$ cat config.mk
export PLATFORM = sky130hd
export DESIGN_NAME = score_disp_ctrl
export DESIGN_NICKNAME = d
export VERILOG_FILES = /design/src/rtl/score_disp_ctrl.sv
export SDC_FILE = /design/constraint.sdc
export NUM_CORES = 1
export LEC_CHECK = 0
export ABC_AREA = 1
export BUFFER_PORTS_ARGS = -buffer_cell sky130_fd_sc_hd__buf_2
export CAP_MARGIN = 10
export CORE_UTILIZATION = 35
export DETAILED_ROUTE_END_ITERATION = 10
export SLEW_MARGIN = 25
export SYNTH_ARGS = -nofsm -noshare
export SYNTH_HDL_FRONTEND = slang
export SYNTH_SLANG_ARGS = --single-unit
$ cat constraint.sdc
create_clock -name clk -period 5.38 [get_ports clk]
set_input_delay 0.538 -clock clk [delete_from_list [all_inputs] [get_ports clk]]
set_output_delay 0.538 -clock clk [all_outputs]
set_load 0.1 [all_outputs]
$ cat src/rtl/score_disp_ctrl.sv
// Score display controller: converts the binary game score to packed BCD with a
// sequential double-dabble engine and scans it onto an 8-digit seven-segment display.
module score_disp_ctrl #(
    parameter int unsigned SCAN_DIV = 50000
) (
    input  logic        clk,
    input  logic        rst,
    input  logic [31:0] score,
    input  logic        blank_en,
    output logic [31:0] bcd,
    output logic        busy,
    output logic        done,
    output logic        ovf,
    output logic [7:0]  an,
    output logic [7:0]  seg
);

    localparam int unsigned      DIV_W    = (SCAN_DIV > 1) ? $clog2(SCAN_DIV) : 1;
    localparam logic [DIV_W-1:0] DIV_LAST = DIV_W'(SCAN_DIV - 1);
    localparam logic [DIV_W-1:0] DIV_ONE  = DIV_W'(1);
    localparam logic [31:0]      BIN_MAX  = 32'd99999999;

    typedef enum logic [1:0] {
        IDLE = 2'd0,
        CONV = 2'd1,
        DONE = 2'd2
    } state_e;

    state_e      state_q, state_d;
    logic [31:0] cap_q, cap_d;
    logic        ovf_q, ovf_d;
    logic [31:0] bin_sr_q, bin_sr_d;
    logic [31:0] bcd_sr_q, bcd_sr_d;
    logic [4:0]  iter_q, iter_d;
    logic [31:0] bcd_q, bcd_d;
    logic        busy_q, busy_d;
    logic        done_q, done_d;

    logic [DIV_W-1:0] div_q;
    logic [2:0]       idx_q;
    logic [7:0]       an_q, seg_q;

    // Add-3 correction applied to every BCD nibble before the shift.
    logic [31:0] bcd_adj;
    always_comb begin
        bcd_adj = bcd_sr_q;
        for (int i = 0; i < 8; i++) begin
            if (bcd_sr_q[4*i +: 4] >= 4'd5) begin
                bcd_adj[4*i +: 4] = bcd_sr_q[4*i +: 4] + 4'd3;
            end
        end
    end

    // NOTE: every variable gets its hold value first so no path leaves it unassigned (no latches).
    always_comb begin
        state_d  = state_q;
        cap_d    = cap_q;
        ovf_d    = ovf_q;
        bin_sr_d = bin_sr_q;
        bcd_sr_d = bcd_sr_q;
        iter_d   = iter_q;
        bcd_d    = bcd_q;
        busy_d   = busy_q;
        done_d   = 1'b0;

        unique case (state_q)
            IDLE: begin
                if (score != cap_q) begin
                    cap_d    = score;
                    ovf_d    = (score > BIN_MAX);
                    bin_sr_d = (score > BIN_MAX) ? BIN_MAX : score;
                    bcd_sr_d = 32'd0;
                    iter_d   = 5'd0;
                    busy_d   = 1'b1;
                    state_d  = CONV;
                end
            end
            CONV: begin
                bcd_sr_d = {bcd_adj[30:0], bin_sr_q[31]};
                bin_sr_d = {bin_sr_q[30:0], 1'b0};
                iter_d   = iter_q + 5'd1;
                if (iter_q == 5'd31) begin
                    state_d = DONE;
                end
            end
            DONE: begin
                bcd_d   = bcd_sr_q;
                done_d  = 1'b1;
                busy_d  = 1'b0;
                state_d = IDLE;
            end
            default: state_d = IDLE;
        endcase
    end

    // NOTE: state updates use non-blocking assignments so all registers sample pre-edge values.
    always_ff @(posedge clk or posedge rst) begin
        if (rst) begin
            state_q  <= IDLE;
            cap_q    <= 32'd0;
            ovf_q    <= 1'b0;
            bin_sr_q <= 32'd0;
            bcd_sr_q <= 32'd0;
            iter_q   <= 5'd0;
            bcd_q    <= 32'd0;
            busy_q   <= 1'b0;
            done_q   <= 1'b0;
        end else begin
            state_q  <= state_d;
            cap_q    <= cap_d;
            ovf_q    <= ovf_d;
            bin_sr_q <= bin_sr_d;
            bcd_sr_q <= bcd_sr_d;
            iter_q   <= iter_d;
            bcd_q    <= bcd_d;
            busy_q   <= busy_d;
            done_q   <= done_d;
        end
    end

    function automatic logic [6:0] seg7_enc(input logic [3:0] d);
        unique case (d)
            4'd0:    seg7_enc = 7'h40;
            4'd1:    seg7_enc = 7'h79;
            4'd2:    seg7_enc = 7'h24;
            4'd3:    seg7_enc = 7'h30;
            4'd4:    seg7_enc = 7'h19;
            4'd5:    seg7_enc = 7'h12;
            4'd6:    seg7_enc = 7'h02;
            4'd7:    seg7_enc = 7'h78;
            4'd8:    seg7_enc = 7'h00;
            4'd9:    seg7_enc = 7'h10;
            default: seg7_enc = 7'h7F;
        endcase
    endfunction

    // upper_zero[i] is set when digits i..7 of the display buffer are all zero.
    logic [7:0] upper_zero;
    always_comb begin
        logic run;
        run        = 1'b1;
        upper_zero = 8'd0;
        for (int i = 7; i >= 0; i--) begin
            run           = run & (bcd_q[4*i +: 4] == 4'd0);
            upper_zero[i] = run;
        end
    end

    logic       blanked;
    logic [7:0] an_next, seg_next;
    always_comb begin
        blanked  = blank_en && (idx_q != 3'd0) && upper_zero[idx_q];
        an_next  = blanked ? 8'hFF : ~(8'd1 << idx_q);
        seg_next = {~((idx_q == 3'd0) && ovf_q), seg7_enc(bcd_q[4*idx_q +: 4])};
    end

    // The digit pointed to at the wrap edge is latched onto the pins, then the pointer advances.
    always_ff @(posedge clk or posedge rst) begin
        if (rst) begin
            div_q <= '0;
            idx_q <= 3'd0;
            an_q  <= 8'hFF;
            seg_q <= 8'hFF;
        end else if (div_q == DIV_LAST) begin
            div_q <= '0;
            idx_q <= idx_q + 3'd1;
            an_q  <= an_next;
            seg_q <= seg_next;
        end else begin
            div_q <= div_q + DIV_ONE;
        end
    end

    assign bcd  = bcd_q;
    assign busy = busy_q;
    assign done = done_q;
    assign ovf  = ovf_q;
    assign an   = an_q;
    assign seg  = seg_q;

endmodule

==> impl_results.md <==
* Status: finished with violations
* Failing checks: DRC
* # H-tree levels at 4
* Die ar. at 0.0277 sq mm
* Die width at about 170 um
* Port Buffers at 85
* # diodes at 0
* Final Non-Filler Cells at 1,642
* Max VDD drop at 366 uV
* Synth cell types at 35
* Yosys reg bits at approximately 170
* Core ar. at around 0.026 sq mm
* Placed cell area at approximately 0.010 sq mm
* Seq pwr share at 0.378
* Worst-path clk slew at around 0.07 ns
* Cts bufs inserted at 17
* I/O pins at 86
* CTS resizes at 0
* Total wire length at between 20,000 and 25,000 um
* WP buf/inv at 1
* Final hold violation count at 0
* Tcrit/Tclk final at 0.530
* Setup Skew at 0.0124 ns
* Clock power frac at 0.253
* Nature of the critical path endpoint: register
* Comb pwr share at 0.369
* Slew margin rel. at 0.366
* Vias at 7,881
* Setup CP Type: register to register
* Yosys top cell by area: dfrtp_1
* Yosys Warn Count at 0
* Max Cap Viol at 0
* Vias in the first global route at between 7,000 and 8,000
* Synth top area share at 0.416
* Final setup viols at 0
* Slew Viols, Final at 0
* Layout cells sized above 1 at 0.128
* Initial antenna violation count at 0
* Synth Cell Area at approximately 0.0095 sq mm
* Largest buffer count on any clock path at 2
* Fin area at 0.0106 sq mm
* Internal at roughly 2.6 mW
* Post-layout net count at between 1,000 and 1,500
* Drt first-iter violations at between 500 and 600
* Main synth FF type: dfrtp_1
* Tot GR Track Use at 0.162
* CP Data Required Time at approximately 5.8 ns
* Critical Path Fanout Max at 71
* Slowest cell on crit path: buf_4
* Global-route wire length before repair at between 30,000 and 40,000 um
* Sequential area share after synthesis at 0.460
* DRC viols at 8
* Post-route minimum period at around 2.8 ns
* Wirelength per Cell at between 10 and 15 um
* Top cell by count, worst path: nand2_1
* Hold Crit Class: primary input to async pin
* Sw Ratio at 0.457
* RSZ-0062 raised after global routing: no
* TNS Setup at 0 ns
* Worst EP arrival at about 3.2 ns
* P&R area growth vs syn at 12.5%
* Worst-Margin Slew at around 0.95 ns
* Clock latency on the worst-skew pair at roughly 0.43 ns
* Clock Tree Root: clkbuf_16
* Die Y at ~170 um
* FF-to-FF Start: cap_q[7]$_DFFE_PP0P_
* Ys async rst share at 1.00
* Number of synthesized flops with an enable pin at 0
* Cells on worst reg2reg path at 10
* Syn_area_per_cell at around 7.6 sq um
* Clock sink count at 173
* Area of the multi-input gates at 0.00434 sq mm
* Syn nets at 1,301
* Post-Synthesis Cells at roughly 1,200
* Crit-path leading delay family: simple AND/OR/NAND/NOR gates
* Total grt overflow at 0
* Final Total Pwr at roughly 4.8 mW
* Dpl hpwl at 14,500 um
* P_sw at 2.20 mW
* Worst reg2reg setup slack at between 2 and 3 ns
* Cell count after placement at about 1,600
* Pre-antenna DRT Iters at 8
* Levels on crit path at 10
* Critical Path Max Stage Delay at 0.60 ns
* Crit-path cells: xnor2_1 -> nand2_1 -> nor2_1 -> nand2_1 -> nor2_2 -> nand2_4 -> nand2_4 -> buf_4 -> nand3_1 -> nand2_1
* Post-CTS setup buffers at 0
* FP Rows at 59
* Hold Buf Count CTS at 0
* Routed Antenna Nets at 0
* Max Fclk at 0.351 GHz
* Fin util at 0.405
* Ranking of synthesized cells by area: dfrtp_1 (42%), nand2_1 (16%), o21ai_0 (6.6%), nand3_1 (5.6%), inv_1 (4.9%)
* CTS tree: done
* Filler cells at roughly 2,800
* Reg2reg end: bin_sr_q[24]$_DFFE_PP0P_
* Power Density at 453 mW/mm^2
* Vias per cell at approximately 4.8
* Setup crit start kind: register
* Largest net degree at the start of global routing at 87
* Static leakage at approximately 5.4 nW
* Storage element area at between 0.004 and 0.005 sq mm
* Routability cong. at 0.854
* Initial Utilization at 0.360
==> synth_stat cells (2+ instances only) <==
cell / instances
buf_1: 3
nand2_1: 396
o21ai_1: 6
o21ai_0: 125
ha_1: 30
nor2_1: 79
clkbuf_1: 25
inv_2: 6
nor2_2: 2
a21oi_1: 41
nand3_2: 11
nor3_1: 10
dfrtp_1: 157
o21ai_2: 2
o211ai_1: 15
nand2_4: 2
xor2_1: 8
buf_2: 12
dfstp_2: 16
a31oi_1: 2
inv_1: 123
nor4_1: 3
nand4_1: 10
xnor2_1: 26
nand3_1: 106
buf_6: 10
and2_1: 2
==> metal layers <==
metal,GRT usage,vias to the layer above,part of all wire
li1,-,4075,-
met1,0.223,3642,0.50
met2,0.261,143,0.45
met3,0.0296,21,0.035
met4,0.0463,0,0.013
met5,0,-,0
==> sequential cells by signal, indices dropped and copies added, names as in the netlist, 2 cells and up <==
signal	flops
state_q	2
idx_q	3
div_q	16
bcd	32
bin_sr_q	32
an	8
bcd_sr_q	32
seg	8
cap_q	32
iter_q	5
==> metrics by stage <==
stage,setup slack [ns],hold WS (ns)
after floorplan,0.180,0.433
after global placement,2.29,0.456
after detailed placement,2.28,0.458
after CTS,2.52,0.224
after global routing,2.31,0.239
final,2.53,0.183
==> final cells by class <==
type / instances / area share
Sequential cell: 173 / 0.409
Multi-Input combinational cell: 882 / 0.408
Inverter: 130 / 0.0465
Timing Repair Buffer: 90 / 0.0435
Clock buffer: 19 / 0.0416
Tap cell: 335 / 0.0394
Clock inverter: 13 / 0.0121
==> logic make-up after synthesis <==
kind of cell	count (synthesis)	share of synthesized area
compound gates	192	0.107
simple gates	626	0.279
flops	173	0.460
fa+ha+maj	30	0.0397
buf+inv	181	0.0826
xor+xnor	34	0.0315
==> cell usage in the layout, fill, tap and decap left out, types with 2 or more instances in the layout <==
| cell type | count |
|---|---|
| buf_2 | 85 |
| clkinv_2 | 3 |
| o21ai_2 | 2 |
| a21oi_1 | 41 |
| nand3_2 | 11 |
| clkinv_4 | 3 |
| ha_1 | 30 |
| nor3_1 | 10 |
| a31oi_1 | 2 |
| and2_1 | 2 |
| inv_1 | 121 |
| nor2_4 | 2 |
| buf_4 | 5 |
| dfstp_2 | 16 |
| nor4_1 | 3 |
| nand2_1 | 395 |
| o21ai_0 | 125 |
| xnor2_1 | 26 |
| nand3_1 | 106 |
| o211ai_1 | 15 |
| dfrtp_1 | 157 |
| nor2_2 | 2 |
| inv_6 | 6 |
| nand2_4 | 3 |
| clkbuf_16 | 17 |
| xor2_1 | 8 |
| nand4_1 | 10 |
| o21ai_1 | 6 |
| nor2_1 | 78 |
| inv_2 | 6 |
==> worst max-delay path by stage <==
stage / from / to / slack, ns
2_1_floorplan: rst / bcd[0]$_DFFE_PP0P_ / 0.18
3_3_place_gp: score[3] / bin_sr_q[19]$_DFFE_PP0P_ / 2.29
5_1_grt: cap_q[1]$_DFFE_PP0P_ / bin_sr_q[22]$_DFFE_PP0P_ / 2.31
6_report: cap_q[7]$_DFFE_PP0P_ / bin_sr_q[24]$_DFFE_PP0P_ / 2.53
3_5_place_dp: score[3] / bin_sr_q[24]$_DFFE_PP0P_ / 2.28
4_1_cts: cap_q[7]$_DFFE_PP0P_ / bin_sr_q[24]$_DFFE_PP0P_ / 2.52
==> power groups by stage <==
| stage | Sequential, mW | Combinational [mW] | Clock (mW) |
|---|---|---|---|
| floorplan | 2.62 | 0.637 | 0 |
| global placement | 1.84 | 1.77 | 0 |
| detailed placement | 1.84 | 1.79 | 0 |
| CTS | 1.82 | 1.79 | 1.25 |
| global route | 1.86 | 1.95 | 1.30 |
| finish | 1.82 | 1.78 | 1.22 |
Power figures use the tool's default switching activity.
